### src/rtl/mem_bus_arbiter.sv
// Two-port round-robin arbiter with burst limit for the shared mem_io bus.
// Optional grant/conflict statistics counters are enabled with `define ARB_STATS_EN.
module mem_bus_arbiter #(
  parameter int unsigned MAX_BURST = 4,
  parameter int unsigned AW        = 16,
  parameter int unsigned DW        = 16
) (
  input  logic          clk,
  input  logic          reset_n,
  input  logic          req0,
  input  logic [AW-1:0] addr0,
  input  logic [DW-1:0] wdata0,
  input  logic          we0,
  output logic          gnt0,
  output logic          rvalid0,
  output logic [DW-1:0] rdata0,
  input  logic          req1,
  input  logic [AW-1:0] addr1,
  input  logic [DW-1:0] wdata1,
  input  logic          we1,
  output logic          gnt1,
  output logic          rvalid1,
  output logic [DW-1:0] rdata1,
  output logic [AW-1:0] mem_addr,
  output logic [DW-1:0] mem_din,
  output logic          mem_we,
`ifdef ARB_STATS_EN
  output logic [15:0]   grant_cnt0,
  output logic [15:0]   grant_cnt1,
  output logic [15:0]   conflict_cnt,
  input  logic          stats_clr,
`endif
  input  logic [DW-1:0] mem_dout
);

  localparam int unsigned CW = 4;
  localparam logic [CW-1:0] BURST_MAX = CW'(MAX_BURST);

  typedef enum logic [1:0] {IDLE, OWN0, OWN1} state_t;

  state_t        state_q, state_d;
  logic [CW-1:0] burst_q, burst_d, burst_inc;
  logic          last_q, last_d;
  logic          pend0_q, pend1_q;
  logic [DW-1:0] rdata0_q, rdata1_q;

  assign burst_inc = (burst_q == BURST_MAX) ? burst_q : burst_q + CW'(1);

  // Arbitration and owner/burst bookkeeping; no grant while in reset.
  always_comb begin
    state_d = IDLE;
    burst_d = '0;
    last_d  = last_q;
    gnt0    = 1'b0;
    gnt1    = 1'b0;
    if (reset_n) begin
      if (req0 && req1) begin
        case (state_q)
          OWN0:    if (burst_q < BURST_MAX) gnt0 = 1'b1; else gnt1 = 1'b1;
          OWN1:    if (burst_q < BURST_MAX) gnt1 = 1'b1; else gnt0 = 1'b1;
          default: if (last_q) gnt0 = 1'b1; else gnt1 = 1'b1;
        endcase
      end else begin
        gnt0 = req0;
        gnt1 = req1;
      end
    end
    if (gnt0) begin
      state_d = OWN0;
      last_d  = 1'b0;
      burst_d = (state_q == OWN0) ? burst_inc : CW'(1);
    end else if (gnt1) begin
      state_d = OWN1;
      last_d  = 1'b1;
      burst_d = (state_q == OWN1) ? burst_inc : CW'(1);
    end
  end

  // Winner's request drives mem_io in the grant cycle.
  always_comb begin
    mem_addr = '0;
    mem_din  = '0;
    mem_we   = 1'b0;
    if (gnt0) begin
      mem_addr = addr0;
      mem_din  = wdata0;
      mem_we   = we0;
    end else if (gnt1) begin
      mem_addr = addr1;
      mem_din  = wdata1;
      mem_we   = we1;
    end
  end

  always_ff @(posedge clk or negedge reset_n) begin
    if (!reset_n) begin
      state_q  <= IDLE;
      burst_q  <= '0;
      last_q   <= 1'b1;
      pend0_q  <= 1'b0;
      pend1_q  <= 1'b0;
      rdata0_q <= '0;
      rdata1_q <= '0;
    end else begin
      state_q <= state_d;
      burst_q <= burst_d;
      last_q  <= last_d;
      pend0_q <= gnt0 & ~we0;
      pend1_q <= gnt1 & ~we1;
      if (pend0_q) rdata0_q <= mem_dout;
      if (pend1_q) rdata1_q <= mem_dout;
    end
  end

  // mem_dout arrives in the cycle after the grant, so it is forwarded directly then held.
  assign rvalid0 = pend0_q;
  assign rvalid1 = pend1_q;
  assign rdata0  = pend0_q ? mem_dout : rdata0_q;
  assign rdata1  = pend1_q ? mem_dout : rdata1_q;

`ifdef ARB_STATS_EN
  always_ff @(posedge clk or negedge reset_n) begin
    if (!reset_n) begin
      grant_cnt0   <= '0;
      grant_cnt1   <= '0;
      conflict_cnt <= '0;
    end else if (stats_clr) begin
      grant_cnt0   <= '0;
      grant_cnt1   <= '0;
      conflict_cnt <= '0;
    end else begin
      if (gnt0) grant_cnt0 <= grant_cnt0 + 16'd1;
      if (gnt1) grant_cnt1 <= grant_cnt1 + 16'd1;
      if (req0 && req1) conflict_cnt <= conflict_cnt + 16'd1;
    end
  end
`endif

endmodule

### config.mk
export PLATFORM = sky130hd
export DESIGN_NAME = mem_bus_arbiter
export DESIGN_NICKNAME = d
export VERILOG_FILES = /design/src/rtl/mem_bus_arbiter.sv
export SDC_FILE = /design/constraint.sdc
export NUM_CORES = 1
export LEC_CHECK = 0
export CAP_MARGIN = 40
export CORE_AREA = 4 4 81 83
export DETAILED_ROUTE_END_ITERATION = 7
export DIE_AREA = 0 0 85 87
export PLACE_DENSITY = 0.84
export REMOVE_ABC_BUFFERS = 1
export SETUP_SLACK_MARGIN = 0.05
export SYNTH_ARGS = -nofsm -noshare
export SYNTH_HDL_FRONTEND = slang
export SYNTH_SLANG_ARGS = --single-unit
### constraint.sdc
create_clock -name clk -period 4.76 [get_ports clk]
set_input_delay 0.952 -clock clk [delete_from_list [all_inputs] [get_ports clk]]
set_output_delay 0.952 -clock clk [all_outputs]
set_load 0.02 [all_outputs]
==> After elaboration in Yosys (flattened, before gate mapping) <==
Cells that the tools add are included.
{ "word_totals": {"register_bits": 41, "out_inout_bits": 69} }
{ "classes": {"addsub": 1, "order_cmp": 1, "eq_ne": 3, "n_mux": 27, "bitwise": 4, "n_reduce_logical": 2} }
{ "op_table": {"columns": ["cell", "count"], "rows": [
  ["2-to-1 mux 16 bit", 6],
  ["2-to-1 mux 4 bit", 5],
  ["2-to-1 mux 1 bit", 12],
  ["adder 4 x 1 -> 4 bit, second input constant", 1],
  ["equality test 4 x 3 -> 1 bit, second input constant", 1],
  ["< comparator 4 x 3 -> 1 bit, second input constant", 1],
  ["2-to-1 mux 2 bit", 2],
  ["case mux 1 bit (2 select lines)", 2],
  ["AND 1 bit", 2],
  ["equality test 2 x 1 -> 1 bit, second input constant", 1],
  ["equality test 2 bit, second input constant", 1],
  ["inverter 1 bit", 2],
  ["nonzero test 2 bit", 1],
  ["logical AND 1 bit", 1]
]} }

==> Longest topological paths before layout <==
Gate-level depths: netlist of the first run.
{ "depth": {"word_depth": 7, "mapped_depth": 8} }

==> Worst setup path before layout of the first run <==
No wires, ideal clock.
{ "synth_path": {"path_kind": "input -> output", "start": "input req1", "end": "output mem_we", "arrival_time_ps": 1925, "t_required_ps": 3808, "slack_ps": 1883, "stages": 5, "n_path_buf": 1, "cell_sequence": "nand3b_1 > nand3_1 > a31oi_1 > buf_2 > mux2_2"} }
{ "synth_between": {"elab_chain_len": 5, "elab_cells_between_ends": 7} }
{ "synth_rtl": {"columns": ["item", "line", "rtl"], "rows": [
  ["start: declaration", "17", "input logic req1,"],
  ["logical AND 1 bit", "57", "if (req0 && req1) begin"],
  ["2-to-1 mux 1 bit", "57", null],
  ["2-to-1 mux 1 bit", "56", "if (reset_n) begin"],
  ["2-to-1 mux 1 bit", "88", "end else if (gnt1) begin"],
  ["2-to-1 mux 1 bit *", "84", "if (gnt0) begin"],
  ["end: declaration", "26", "output logic mem_we,"]
]} }
Mark *: on every way between the ends. The rest lies on a longest branch, timed or not.

==> Worst setup path in the final report of the first run <==
{ "layout_path": {"start": "input req1", "end": "output mem_addr[3]"} }
{ "layout_between": {"elab_chain_len": 5, "elab_cells_between_ends": 7} }
{ "layout_rtl": {"columns": ["item", "line", "rtl"], "rows": [
  ["logical AND 1 bit", "57", null],
  ["2-to-1 mux 1 bit", "57", null],
  ["2-to-1 mux 1 bit", "56", null],
  ["2-to-1 mux 16 bit", "88", null],
  ["2-to-1 mux 16 bit *", "84", null],
  ["end: declaration", "24", "output logic [AW-1:0] mem_addr,"]
]} }
Marked as above.

==> results of run 1 <==
==> cell families after synthesis <==
family	share of synthesized area (%)
fa+ha+maj	2.95
buf+inv	5.78
mux	18.5
simple gates	6.37
compound gates	17.5
flops	48.4
xor+xnor	0.413
==> flip-flops by register name, summed over array words and instances, names as in the netlist <==
| register | flops |
|---|---|
| rvalid0 | 1 |
| rdata1_q | 16 |
| state_q | 2 |
| rdata0_q | 16 |
| rvalid1 | 1 |
| burst_q | 4 |
| last_q | 1 |
==> layer usage <==
| layer | routed length, um | vias up | part of all wire [%] | track usage [%] |
|---|---|---|---|---|
| li1 | - | 927 | - | - |
| met5 | 0 | - | 0 | 0 |
| met1 | 2380 | 904 | 39 | 18.3 |
| met4 | 57 | 0 | 0.92 | 4.32 |
| met3 | 799 | 6 | 13 | 8.51 |
| met2 | 2940 | 108 | 48 | 28.1 |
==> per-stage QoR <==
stage | util (%) | power [W] | cells | hold slack (ns)
finish | 65.5 | 0.00146 | 395 | 0.500
global route | 65.5 | 0.00154 | 395 | 0.509
CTS | 65.5 | 0.00148 | 395 | 0.504
detailed placement | 63.1 | 0.00115 | 387 | 0.486
global placement | 63.1 | 0.00113 | 387 | 0.480
floorplan | - | 0.000798 | 156 | 0.467
==> layout make-up <==
class	instances	area, sq um
multi-input cells	109	986
clock buffers	5	68.8
clock inverters	3	68.8
repair buffers	156	1560
inverters	6	22.5
fillers	445	2020
flip-flops and latches	41	1030
well taps	75	93.8
==> cells in the mapped netlist <==
cell	instances
sky130_fd_sc_hd__and2_1	5
sky130_fd_sc_hd__o21ai_0	1
sky130_fd_sc_hd__nand3_1	3
sky130_fd_sc_hd__nor3_1	1
sky130_fd_sc_hd__xnor2_1	1
sky130_fd_sc_hd__mux2_2	34
sky130_fd_sc_hd__or4_1	1
sky130_fd_sc_hd__o21bai_1	1
sky130_fd_sc_hd__buf_1	1
sky130_fd_sc_hd__a32o_1	3
sky130_fd_sc_hd__buf_4	1
sky130_fd_sc_hd__dfrtp_1	40
sky130_fd_sc_hd__nand2b_1	1
sky130_fd_sc_hd__or4b_1	1
sky130_fd_sc_hd__mux2i_1	1
sky130_fd_sc_hd__nand2_1	4
sky130_fd_sc_hd__buf_2	2
sky130_fd_sc_hd__a22o_1	33
sky130_fd_sc_hd__o311ai_0	1
sky130_fd_sc_hd__and2_4	1
sky130_fd_sc_hd__nor2b_1	1
sky130_fd_sc_hd__nor2_1	4
sky130_fd_sc_hd__dfstp_2	1
sky130_fd_sc_hd__clkbuf_1	5
sky130_fd_sc_hd__ha_1	5
sky130_fd_sc_hd__o2111ai_1	1
sky130_fd_sc_hd__nand3b_1	2
sky130_fd_sc_hd__inv_1	6
sky130_fd_sc_hd__buf_12	3
sky130_fd_sc_hd__a31oi_1	2
sky130_fd_sc_hd__a21oi_1	2
==> worst register-to-register path, cell delays in order (launching register included) <==
cell	delay [ns]
sky130_fd_sc_hd__dfrtp_1	0.41
sky130_fd_sc_hd__inv_1	0.06
sky130_fd_sc_hd__ha_1	0.27
sky130_fd_sc_hd__or4b_1	0.47
sky130_fd_sc_hd__o2111ai_1	0.11
sky130_fd_sc_hd__and2_4	0.41
sky130_fd_sc_hd__a22o_1	0.21
==> worst max-delay path by stage <==
stage | endpoint | cells past startpoint | startpoint
floorplan | mem_we | 2 | req1
global placement | mem_addr[3] | 7 | req1
detailed placement | mem_addr[3] | 7 | req1
CTS | mem_addr[3] | 7 | req1
global route | mem_din[1] | 6 | req1
finish | mem_addr[3] | 7 | req1
==> power by group through the flow <==
stage	Sequential, W	Combinational, W	Clock [W]
3_5_place_dp	0.000478	0.000670	0
2_1_floorplan	0.000468	0.000330	0
6_report	0.000469	0.000663	0.000327
5_1_grt	0.000479	0.000706	0.000354
3_3_place_gp	0.000472	0.000663	0
4_1_cts	0.000471	0.000673	0.000339
==> metrics.log, run 1 <==
[metrics] cell with the most instances on the worst path: sky130_fd_sc_hd__clkdlybuf4s50_1
[metrics] number of H-tree branching levels: 2
[metrics] Max-Cap Viols: 0
[metrics] power share of the clock group: 22.4%
[metrics] cell types with the largest area share after synthesis: sky130_fd_sc_hd__dfrtp_1, sky130_fd_sc_hd__mux2_2, sky130_fd_sc_hd__a22o_1
[metrics] number of buffers inserted by port buffering: 154
[metrics] vias after detailed routing: 1945
[metrics] post-DR vias/cell: 4.92
[metrics] number of antenna violations at the first check in global routing: 0
[metrics] Peak VDD IR: 201 uV
[metrics] cell area after layout: 3830 sq um
[metrics] largest stage delay on the critical path: 0.63 ns
[metrics] area of the core region: 5850 sq um
[metrics] synthesized flop and latch total: 41
[metrics] global-route wire length before repair: 9.78 mm
[metrics] startpoint type of the worst setup path: primary input
[metrics] post-CTS setup buffer count: 0
[metrics] power density cells: 381 nW/um^2
[metrics] total routing usage reported by global routing: 16.6%
[metrics] required time at the endpoint of the critical path: 3.81 ns
[metrics] Clock Root Buffer: sky130_fd_sc_hd__clkbuf_8
[metrics] crit path max fanout: 32
[metrics] # diodes: 0
[metrics] worst rel slew slack: 52.4%
[metrics] switching part of the total power: 30.9%
[metrics] detailed-route DRC error count: 0
[metrics] Detailed Route WL: 6.18 mm
[metrics] hold path endpoint: rdata1_q[3]$_DFF_PN0_
[metrics] TritonCTS clock tree: built
[metrics] start point of the worst hold path: rdata1_q[3]$_DFF_PN0_
[metrics] vias in the first global route: 2076
[metrics] Clk Latency, worst-skew pair: 0.29 ns
[metrics] fraction of final layout cells with drive strength greater than 1: 15.0%
[metrics] overall die area: 7400 sq um
[metrics] register-to-register setup slack: 2.75 ns
[metrics] endpoints failing hold: 0
[metrics] worst-margin pin slew: 0.714 ns
[metrics] Internal Power: 0.00101 W
[metrics] Ys Warns: 0
[metrics] Synth Cell Area: 2120 sq um
[metrics] clock tree sinks: 41
[metrics] minimum setup slack after placement: 0.748 ns
[metrics] Leakage: 1.56 nW
[metrics] WHS Path Cells: 1
[metrics] Post-Route Setup TNS: 0 ns
[metrics] Worst Reg2Reg Path Length in Cells: 6
[metrics] horizontal extent of the die: 85 um
[metrics] delay-heaviest family, CP: buffers and inverters
[metrics] total count of max-transition violations in the final report: 0
[metrics] worst clock skew: 0.00338 ns
[metrics] fraction of power consumed by combinational cells: 45.4%
[metrics] top library cells by usage in the layout, fill and taps aside: sky130_fd_sc_hd__clkdlybuf4s50_1, sky130_fd_sc_hd__dfrtp_1, sky130_fd_sc_hd__mux2_2
[metrics] HPWL after DPL: 5.05 mm
[metrics] number of rows in the core area: 28
[metrics] area share of the largest cell type after synthesis: 47.2%
[metrics] list of cells traversed by the critical path: clkdlybuf4s50_1 -> nand3b_1 -> nand3_1 -> a31oi_4 -> buf_12 -> a22o_1 -> clkdlybuf4s50_1
[metrics] I/O Pins: 155
[metrics] time the worst path needs with I/O delays and setup: 4.01 ns
[metrics] antenna-violating nets left: 0
[metrics] final weighted congestion in routability-driven placement: 0.764
[metrics] count of hold buffers inserted by post-cts repair: 0
[metrics] endpoint kind of the worst setup timing path: output port
[metrics] power spent charging and discharging nets: 0.000451 W
[metrics] layout-stage area growth over the synthesis result: 80.6%
[metrics] worst endpoint data arrival time: 3.06 ns
[metrics] path class of the lowest-slack min-delay path: flip-flop to flip-flop
[metrics] area post-placement: 3690 sq um
[metrics] drt pass-1 iters: 4
[metrics] library cell contributing the largest single delay on the critical path: sky130_fd_sc_hd__clkdlybuf4s50_1
[metrics] worst path bufs/invs: 3
[metrics] Reg clk slew, reported paths: 0.07 ns
[metrics] fraction of the cycle the final worst path needs: 84.2%
[metrics] initial standard-cell utilization of the core: 36.2%
[metrics] unrepaired setup endpoints after global routing: no
[metrics] CTS buffer count: 5
[metrics] Final Setup Violations: 0
[metrics] sequential share of power: 32.2%
[metrics] setup ws final: 0.751 ns
[metrics] first-iteration detailed-routing DRC count: 41
[metrics] average cell area after synthesis: 12.6 sq um
[metrics] cells after synthesis: 168
[metrics] Worst R2R End: burst_q[0]$_DFF_PN0_
[metrics] GR Overflow Total: 0
[metrics] largest net degree at the start of global routing: 39
[metrics] most common library cell in the layout ignoring fill and taps: sky130_fd_sc_hd__clkdlybuf4s50_1
[metrics] Worst Setup Path Type: primary input to output port
[metrics] post-synthesis sequential area ratio: 48.4%
[metrics] library cell occupying the most area in the post-synthesis netlist: sky130_fd_sc_hd__dfrtp_1
[metrics] Die Y-Extent: 87 um
[metrics] final routed wire length divided by cell count: 15.7 um
[metrics] Resize count post-CTS: 0
[metrics] Final #Nets: 410
[metrics] worst reg2reg path startpoint: state_q[0]$_DFF_PN0_
[metrics] run status: finished, final reports clean
[metrics] largest buffer count on any clock path: 2
[metrics] top achievable clock speed: 249 MHz
[metrics] Netlist cell types: 31
Note: power is estimated with default switching activity, not from simulation.
==> run 2: changes to the inputs <==
--- a/config.mk
+++ b/config.mk
@@ -6,10 +6,10 @@
 export NUM_CORES = 1
 export LEC_CHECK = 0
 export CAP_MARGIN = 40
-export CORE_AREA = 4 4 81 83
+export CORE_AREA = 4 4 83 85
 export DETAILED_ROUTE_END_ITERATION = 7
-export DIE_AREA = 0 0 85 87
-export PLACE_DENSITY = 0.84
+export DIE_AREA = 0 0 87 89
+export PLACE_DENSITY = 0.81
 export REMOVE_ABC_BUFFERS = 1
 export SETUP_SLACK_MARGIN = 0.05
 export SYNTH_ARGS = -nofsm -noshare
==> constraint.sdc (replaced) <==
create_clock -name clk -period 4 [get_ports clk]
set_input_delay 0.8 -clock clk [delete_from_list [all_inputs] [get_ports clk]]
set_output_delay 0.8 -clock clk [all_outputs]
set_load 0.02 [all_outputs]
==> metrics.log, run 2 (synthesized netlist as in run 1, its figures left out) <==
[metrics] run status: finished, final reports clean
[metrics] endpoints failing hold: 0
[metrics] number of rows in the core area: 29
[metrics] list of cells traversed by the critical path: clkdlybuf4s50_1 -> nand2_1 -> a31oi_1 -> and2_4 -> a22o_1 -> clkdlybuf4s50_1
[metrics] Filler Cells Inserted: 504
[metrics] largest stage delay on the critical path: 0.63 ns
[metrics] library cell contributing the largest single delay on the critical path: sky130_fd_sc_hd__clkdlybuf4s50_1
[metrics] Detailed Route WL: 6.45 mm
[metrics] top library cells by usage in the layout, fill and taps aside: sky130_fd_sc_hd__clkdlybuf4s50_1, sky130_fd_sc_hd__dfrtp_1, sky130_fd_sc_hd__mux2_2
[metrics] count of hold buffers inserted by post-cts repair: 0
[metrics] TritonCTS clock tree: built
[metrics] detailed-route DRC error count: 0
[metrics] Reg clk slew, reported paths: 0.08 ns
[metrics] layout-stage area growth over the synthesis result: 79.2%
[metrics] number of H-tree branching levels: 2
[metrics] most common library cell in the layout ignoring fill and taps: sky130_fd_sc_hd__clkdlybuf4s50_1
[metrics] Register Area: 1030 sq um
[metrics] path class of the lowest-slack min-delay path: flip-flop to flip-flop
[metrics] I/O Pins: 155
[metrics] cell with the most instances on the worst path: sky130_fd_sc_hd__clkdlybuf4s50_1
[metrics] worst rel slew slack: 51.3%
[metrics] Resize count post-CTS: 0
[metrics] Final #Nets: 410
[metrics] area of the core region: 6200 sq um
[metrics] HPWL after DPL: 5.12 mm
[metrics] initial standard-cell utilization of the core: 34.2%
[metrics] largest buffer count on any clock path: 2
[metrics] Max-Cap Viols: 0
[metrics] worst endpoint data arrival time: 2.89 ns
[metrics] GR Overflow Total: 0
[metrics] delay-heaviest family, CP: buffers and inverters
[metrics] startpoint type of the worst setup path: primary input
[metrics] DP Cell Count: 389
[metrics] fraction of the cycle the final worst path needs: 92.3%
[metrics] required time at the endpoint of the critical path: 3.20 ns
[metrics] drt pass-1 iters: 6
[metrics] final routed wire length divided by cell count: 16.3 um
[metrics] first-iteration detailed-routing DRC count: 35
[metrics] area post-placement: 3700 sq um
[metrics] worst path bufs/invs: 2
[metrics] Power Total: 0.00167 W
[metrics] non-filler instance count after layout: 396
[metrics] Clk Latency, worst-skew pair: 0.28 ns
[metrics] clock tree sinks: 41
[metrics] overall die area: 7740 sq um
[metrics] unrepaired setup endpoints after global routing: no
[metrics] area of combinational cells with multiple inputs: 986 sq um
[metrics] cell area after layout: 3800 sq um
[metrics] antenna-violating nets left: 0
[metrics] Clock Root Buffer: sky130_fd_sc_hd__clkbuf_8
[metrics] CTS buffer count: 5
[metrics] Final Setup Violations: 0
[metrics] worst clock skew: 0.00437 ns
[metrics] crit path max fanout: 38
[metrics] number of buffers inserted by port buffering: 154
[metrics] setup ws final: 0.307 ns
[metrics] post-DR vias/cell: 4.91
[metrics] biggest registers after layout: rdata0_q (16), rdata1_q (16), burst_q (4)
[metrics] worst-margin pin slew: 0.731 ns
[metrics] fraction of final layout cells with drive strength greater than 1: 14.7%
[metrics] time the worst path needs with I/O delays and setup: 3.69 ns
[metrics] Worst Setup Path Type: primary input to output port
[metrics] endpoint kind of the worst setup timing path: output port
[metrics] largest net degree at the start of global routing: 42
[metrics] Leakage: 1.54 nW
[metrics] total count of max-transition violations in the final report: 0
[metrics] final weighted congestion in routability-driven placement: 0.823
[metrics] post-CTS setup buffer count: 0
[metrics] # diodes: 0
[metrics] vias after detailed routing: 1946
[metrics] total routing usage reported by global routing: 16.4%
[metrics] Peak VDD IR: 251 uV
[metrics] number of antenna violations at the first check in global routing: 0
[metrics] global-route wire length before repair: 9.96 mm
[metrics] power density cells: 439 nW/um^2
[metrics] vias in the first global route: 2015
[metrics] top achievable clock speed: 271 MHz
[metrics] Die Y-Extent: 89 um
[metrics] minimum setup slack after placement: 0.305 ns
[metrics] horizontal extent of the die: 87 um
==> run 2: cell count changes in the layout (fill, tap and decap cells not counted) <==
cell	change
sky130_fd_sc_hd__bufinv_16	-1
sky130_fd_sc_hd__inv_6	-1
sky130_fd_sc_hd__clkinv_2	+1
==> run 2: layout make-up <==
type	instances	area share (%)
timing repair buffer	156	41.2
sequential	41	27.0
multi-input combinational	109	25.9
tap	77	2.54
clock buffer	5	1.81
clock inverter	2	0.922
inverter	6	0.593
==> run 2: worst paths after layout <==
kind	start	end	slack (ns)	cells past startpoint
max in group asynchronous	reset_n	last_q$_DFFE_PN1P_	2.99	2
worst min-delay path	last_q$_DFFE_PN1P_	last_q$_DFFE_PN1P_	0.50	2
min in group asynchronous	reset_n	rvalid1$_DFF_PN0_	0.65	2
worst max-delay path	req1	mem_din[11]	0.31	6
worst min register to register	last_q$_DFFE_PN1P_	last_q$_DFFE_PN1P_	0.50	2
worst max register to register	state_q[0]$_DFF_PN0_	burst_q[0]$_DFF_PN0_	1.98	6
==> run 2: stage by stage <==
step                      hold WS, ns  TNS [ns]  util, %
final                           0.499         0     61.2
after global routing            0.516         0     61.2
after CTS                       0.501         0     61.2
after floorplan                 0.467     -2.27        -
after global placement          0.479         0     59.6
after detailed placement        0.486         0     59.6
==> run 2: routing by layer <==
metal / share of wire, % / vias to the layer above / wire [um] / track usage (%)
met5: 0 / - / 0 / 0
met4: 0.29 / 0 / 19 / 2.97
met3: 14 / 2 / 922 / 8.76
met2: 48 / 103 / 3110 / 27.6
met1: 37 / 912 / 2400 / 18.6
li1: - / 929 / - / -
==> run 2: power by group <==
part	leakage, nW	total [W]	internal (W)	switching [W]
logic	0.992	0.000795	0.000428	0.000367
clock network	0.0540	0.000312	0.000181	0.000130
registers	0.498	0.000560	0.000522	0.0000378
==> run 2: tightest hold or removal path, cell delays in order, from the launching register on <==
cell and delay [ns]:
sky130_fd_sc_hd__dfstp_2 0.39, sky130_fd_sc_hd__inv_1 0.05, sky130_fd_sc_hd__o21bai_1 0.06
==> run 3: changes to the inputs <==
--- a/config.mk
+++ b/config.mk
@@ -5,11 +5,12 @@
 export SDC_FILE = /design/constraint.sdc
 export NUM_CORES = 1
 export LEC_CHECK = 0
+export ABC_AREA = 1
 export CAP_MARGIN = 40
-export CORE_AREA = 4 4 83 85
+export CORE_AREA = 4 4 86 88
 export DETAILED_ROUTE_END_ITERATION = 7
-export DIE_AREA = 0 0 87 89
-export PLACE_DENSITY = 0.81
+export DIE_AREA = 0 0 90 92
+export PLACE_DENSITY = 0.83
 export REMOVE_ABC_BUFFERS = 1
 export SETUP_SLACK_MARGIN = 0.05
 export SYNTH_ARGS = -nofsm -noshare
==> metrics.log, run 3 <==
[metrics] run status: finished, final reports clean
[metrics] area of the core region: 6640 sq um
[metrics] Synth Cell Area: 2330 sq um
[metrics] Leakage: 1.79 nW
[metrics] number of rows in the core area: 30
[metrics] Max-Cap Viols: 0
[metrics] area of combinational cells with multiple inputs: 1110 sq um
[metrics] worst clock skew: 0.00360 ns
[metrics] Filler Cells Inserted: 576
[metrics] HPWL after DPL: 5.73 mm
[metrics] Register Area: 1030 sq um
[metrics] Clk Latency, worst-skew pair: 0.29 ns
[metrics] Worst Setup Path Type: primary input to output port
[metrics] initial standard-cell utilization of the core: 35.0%
[metrics] post-CTS setup buffer count: 0
[metrics] largest net degree at the start of global routing: 39
[metrics] area share of the largest cell type after synthesis: 43.0%
[metrics] Final #Nets: 501
[metrics] post-synthesis sequential area ratio: 44.1%
[metrics] vias in the first global route: 2453
[metrics] crit path max fanout: 35
[metrics] first-iteration detailed-routing DRC count: 113
[metrics] endpoint kind of the worst setup timing path: output port
[metrics] total count of max-transition violations in the final report: 0
[metrics] Resize count post-CTS: 0
[metrics] Netlist cell types: 19
[metrics] final routed wire length divided by cell count: 15.1 um
[metrics] Peak VDD IR: 183 uV
[metrics] startpoint type of the worst setup path: primary input
[metrics] final weighted congestion in routability-driven placement: 0.778
[metrics] synthesized flop and latch total: 41
[metrics] post-DR vias/cell: 4.97
[metrics] drt pass-1 iters: 4
[metrics] time the worst path needs with I/O delays and setup: 3.58 ns
[metrics] most common library cell in the layout ignoring fill and taps: sky130_fd_sc_hd__clkdlybuf4s50_1
[metrics] Detailed Route WL: 7.39 mm
[metrics] cell types with the largest area share after synthesis: sky130_fd_sc_hd__dfrtp_1, sky130_fd_sc_hd__mux2_2, sky130_fd_sc_hd__nand2_1
[metrics] leading cell type by number of instances after synthesis: sky130_fd_sc_hd__nand2_1
[metrics] minimum setup slack after placement: 0.387 ns
[metrics] Die Y-Extent: 92 um
[metrics] Main synth FF type: sky130_fd_sc_hd__dfrtp_1
[metrics] global-route wire length before repair: 11.6 mm
[metrics] CTS buffer count: 5
[metrics] number of antenna violations at the first check in global routing: 0
[metrics] fraction of the cycle the final worst path needs: 89.5%
[metrics] number of buffers inserted by port buffering: 154
[metrics] worst rel slew slack: 53.1%
[metrics] number of synthesized flops with an enable pin: 0
[metrics] Ys Warns: 0
[metrics] # diodes: 0
[metrics] detailed-route DRC error count: 0
[metrics] vias after detailed routing: 2440
[metrics] library cell occupying the most area in the post-synthesis netlist: sky130_fd_sc_hd__dfrtp_1
[metrics] TritonCTS clock tree: built
[metrics] most frequent cells after synthesis: sky130_fd_sc_hd__nand2_1, sky130_fd_sc_hd__dfrtp_1, sky130_fd_sc_hd__nand4_1, sky130_fd_sc_hd__mux2_2
[metrics] layout-stage area growth over the synthesis result: 71.4%
[metrics] clock tree sinks: 41
[metrics] endpoints failing hold: 0
[metrics] antenna-violating nets left: 0
[metrics] Reg clk slew, reported paths: 0.07 ns
[metrics] proportion of register bits with asynchronous set or reset after synthesis: 100%
[metrics] largest buffer count on any clock path: 2
[metrics] worst-margin pin slew: 0.703 ns
[metrics] I/O Pins: 155
[metrics] total routing usage reported by global routing: 17.0%
[metrics] fraction of final layout cells with drive strength greater than 1: 12.9%
[metrics] Clock Root Buffer: sky130_fd_sc_hd__clkbuf_8
[metrics] required time at the endpoint of the critical path: 3.20 ns
[metrics] horizontal extent of the die: 90 um
[metrics] number of H-tree branching levels: 2
[metrics] unrepaired setup endpoints after global routing: no
[metrics] power density cells: 414 nW/um^2
[metrics] cells after synthesis: 264
[metrics] average cell area after synthesis: 8.82 sq um
[metrics] Final Setup Violations: 0
[metrics] overall die area: 8280 sq um
[metrics] Post-Route Setup TNS: 0 ns
[metrics] worst endpoint data arrival time: 2.78 ns
[metrics] top library cells by usage in the layout, fill and taps aside: sky130_fd_sc_hd__clkdlybuf4s50_1, sky130_fd_sc_hd__nand2_1, sky130_fd_sc_hd__dfrtp_1
[metrics] setup ws final: 0.420 ns
[metrics] top achievable clock speed: 279 MHz
[metrics] path class of the lowest-slack min-delay path: primary input to asynchronous set/reset pin
[metrics] biggest registers after layout: rdata0_q (16), rdata1_q (16), burst_q (4)
[metrics] DP Cell Count: 483
[metrics] count of hold buffers inserted by post-cts repair: 0
[metrics] Final Util: 60.1%
[metrics] non-filler instance count after layout: 491
[metrics] GR Overflow Total: 0
## run 3: cell count changes after synthesis, moves of 4 or more
cell                      change
sky130_fd_sc_hd__nand2_1     +89
sky130_fd_sc_hd__nand4_1     +38
sky130_fd_sc_hd__buf_6        +6
sky130_fd_sc_hd__and2_1       -4
sky130_fd_sc_hd__inv_1        +6
sky130_fd_sc_hd__nand3_1      +5
sky130_fd_sc_hd__a22o_1      -33
sky130_fd_sc_hd__buf_2       +10
## run 3: path summary, 6_finish.rpt
path / from / slack, ns / to / cells after the start
setup / recovery: req1 / 0.42 / mem_din[9] / 8
hold / removal: reset_n / 0.38 / state_q[0]$_DFF_PN0_ / 1
setup reg to reg: state_q[0]$_DFF_PN0_ / 2.05 / burst_q[2]$_DFF_PN0_ / 11
hold reg to reg: last_q$_DFFE_PN1P_ / 0.49 / last_q$_DFFE_PN1P_ / 2
max in group asynchronous: reset_n / 2.96 / rdata1_q[5]$_DFF_PN0_ / 2
min in group clk: last_q$_DFFE_PN1P_ / 0.49 / last_q$_DFFE_PN1P_ / 2
## run 3: per-layer routing
metal	GRT usage, %	share of wire, %	up-vias
met5	0	0	-
met4	4.34	1.1	0
met3	7.05	11	8
met2	29.4	47	131
met1	19.5	41	1125
li1	-	-	1176
## run 3: cells by family (layout without fill, tap and decap cells)
family                   Yosys count  after routing  share of synthesized area (%)
buffers and inverters             36            183                           8.38
XOR/XNOR                           1              1                          0.376
AO/OA/AOI/OAI                      2              2                          0.429
adder cells (fa/ha/maj)            5              5                           2.69
AND/OR/NAND/NOR                  147            147                           28.5
multiplexers                      32             32                           15.5
flip-flops                        41             41                           44.1
## run 3: through the flow
stage / power [W] / area, sq um / hold WS [ns]
after floorplan: 0.000915 / 2190 / 0.470
after global placement: 0.00130 / 3870 / 0.479
after detailed placement: 0.00132 / 3870 / 0.480
after CTS: 0.00167 / 3990 / 0.379
after global routing: 0.00173 / 3990 / 0.395
final: 0.00165 / 3990 / 0.381
## run 3: cell type report
class                   instances  area share (%)
inverters                      15            1.41
clock buffers                   6            2.07
flip-flops and latches         41            25.7
repair buffers                160            39.6
clock inverters                 2           0.940
multi-input cells             187            27.7
well taps                      80            2.51
## run 3: critical path: stages
cell and delay, ns:
sky130_fd_sc_hd__clkdlybuf4s50_1 0.42, sky130_fd_sc_hd__and2_1 0.16, sky130_fd_sc_hd__nand2_1 0.08, sky130_fd_sc_hd__nand2_2 0.07, sky130_fd_sc_hd__inv_2 0.41, sky130_fd_sc_hd__nand2_1 0.13, sky130_fd_sc_hd__nand2_1 0.10, sky130_fd_sc_hd__clkdlybuf4s50_1 0.60
## run 3: where the power goes
part           switching [W]  total, W  internal (W)
sequential         0.0000331  0.000548      0.000515
combinational       0.000374  0.000763      0.000389
clock               0.000140  0.000343      0.000203
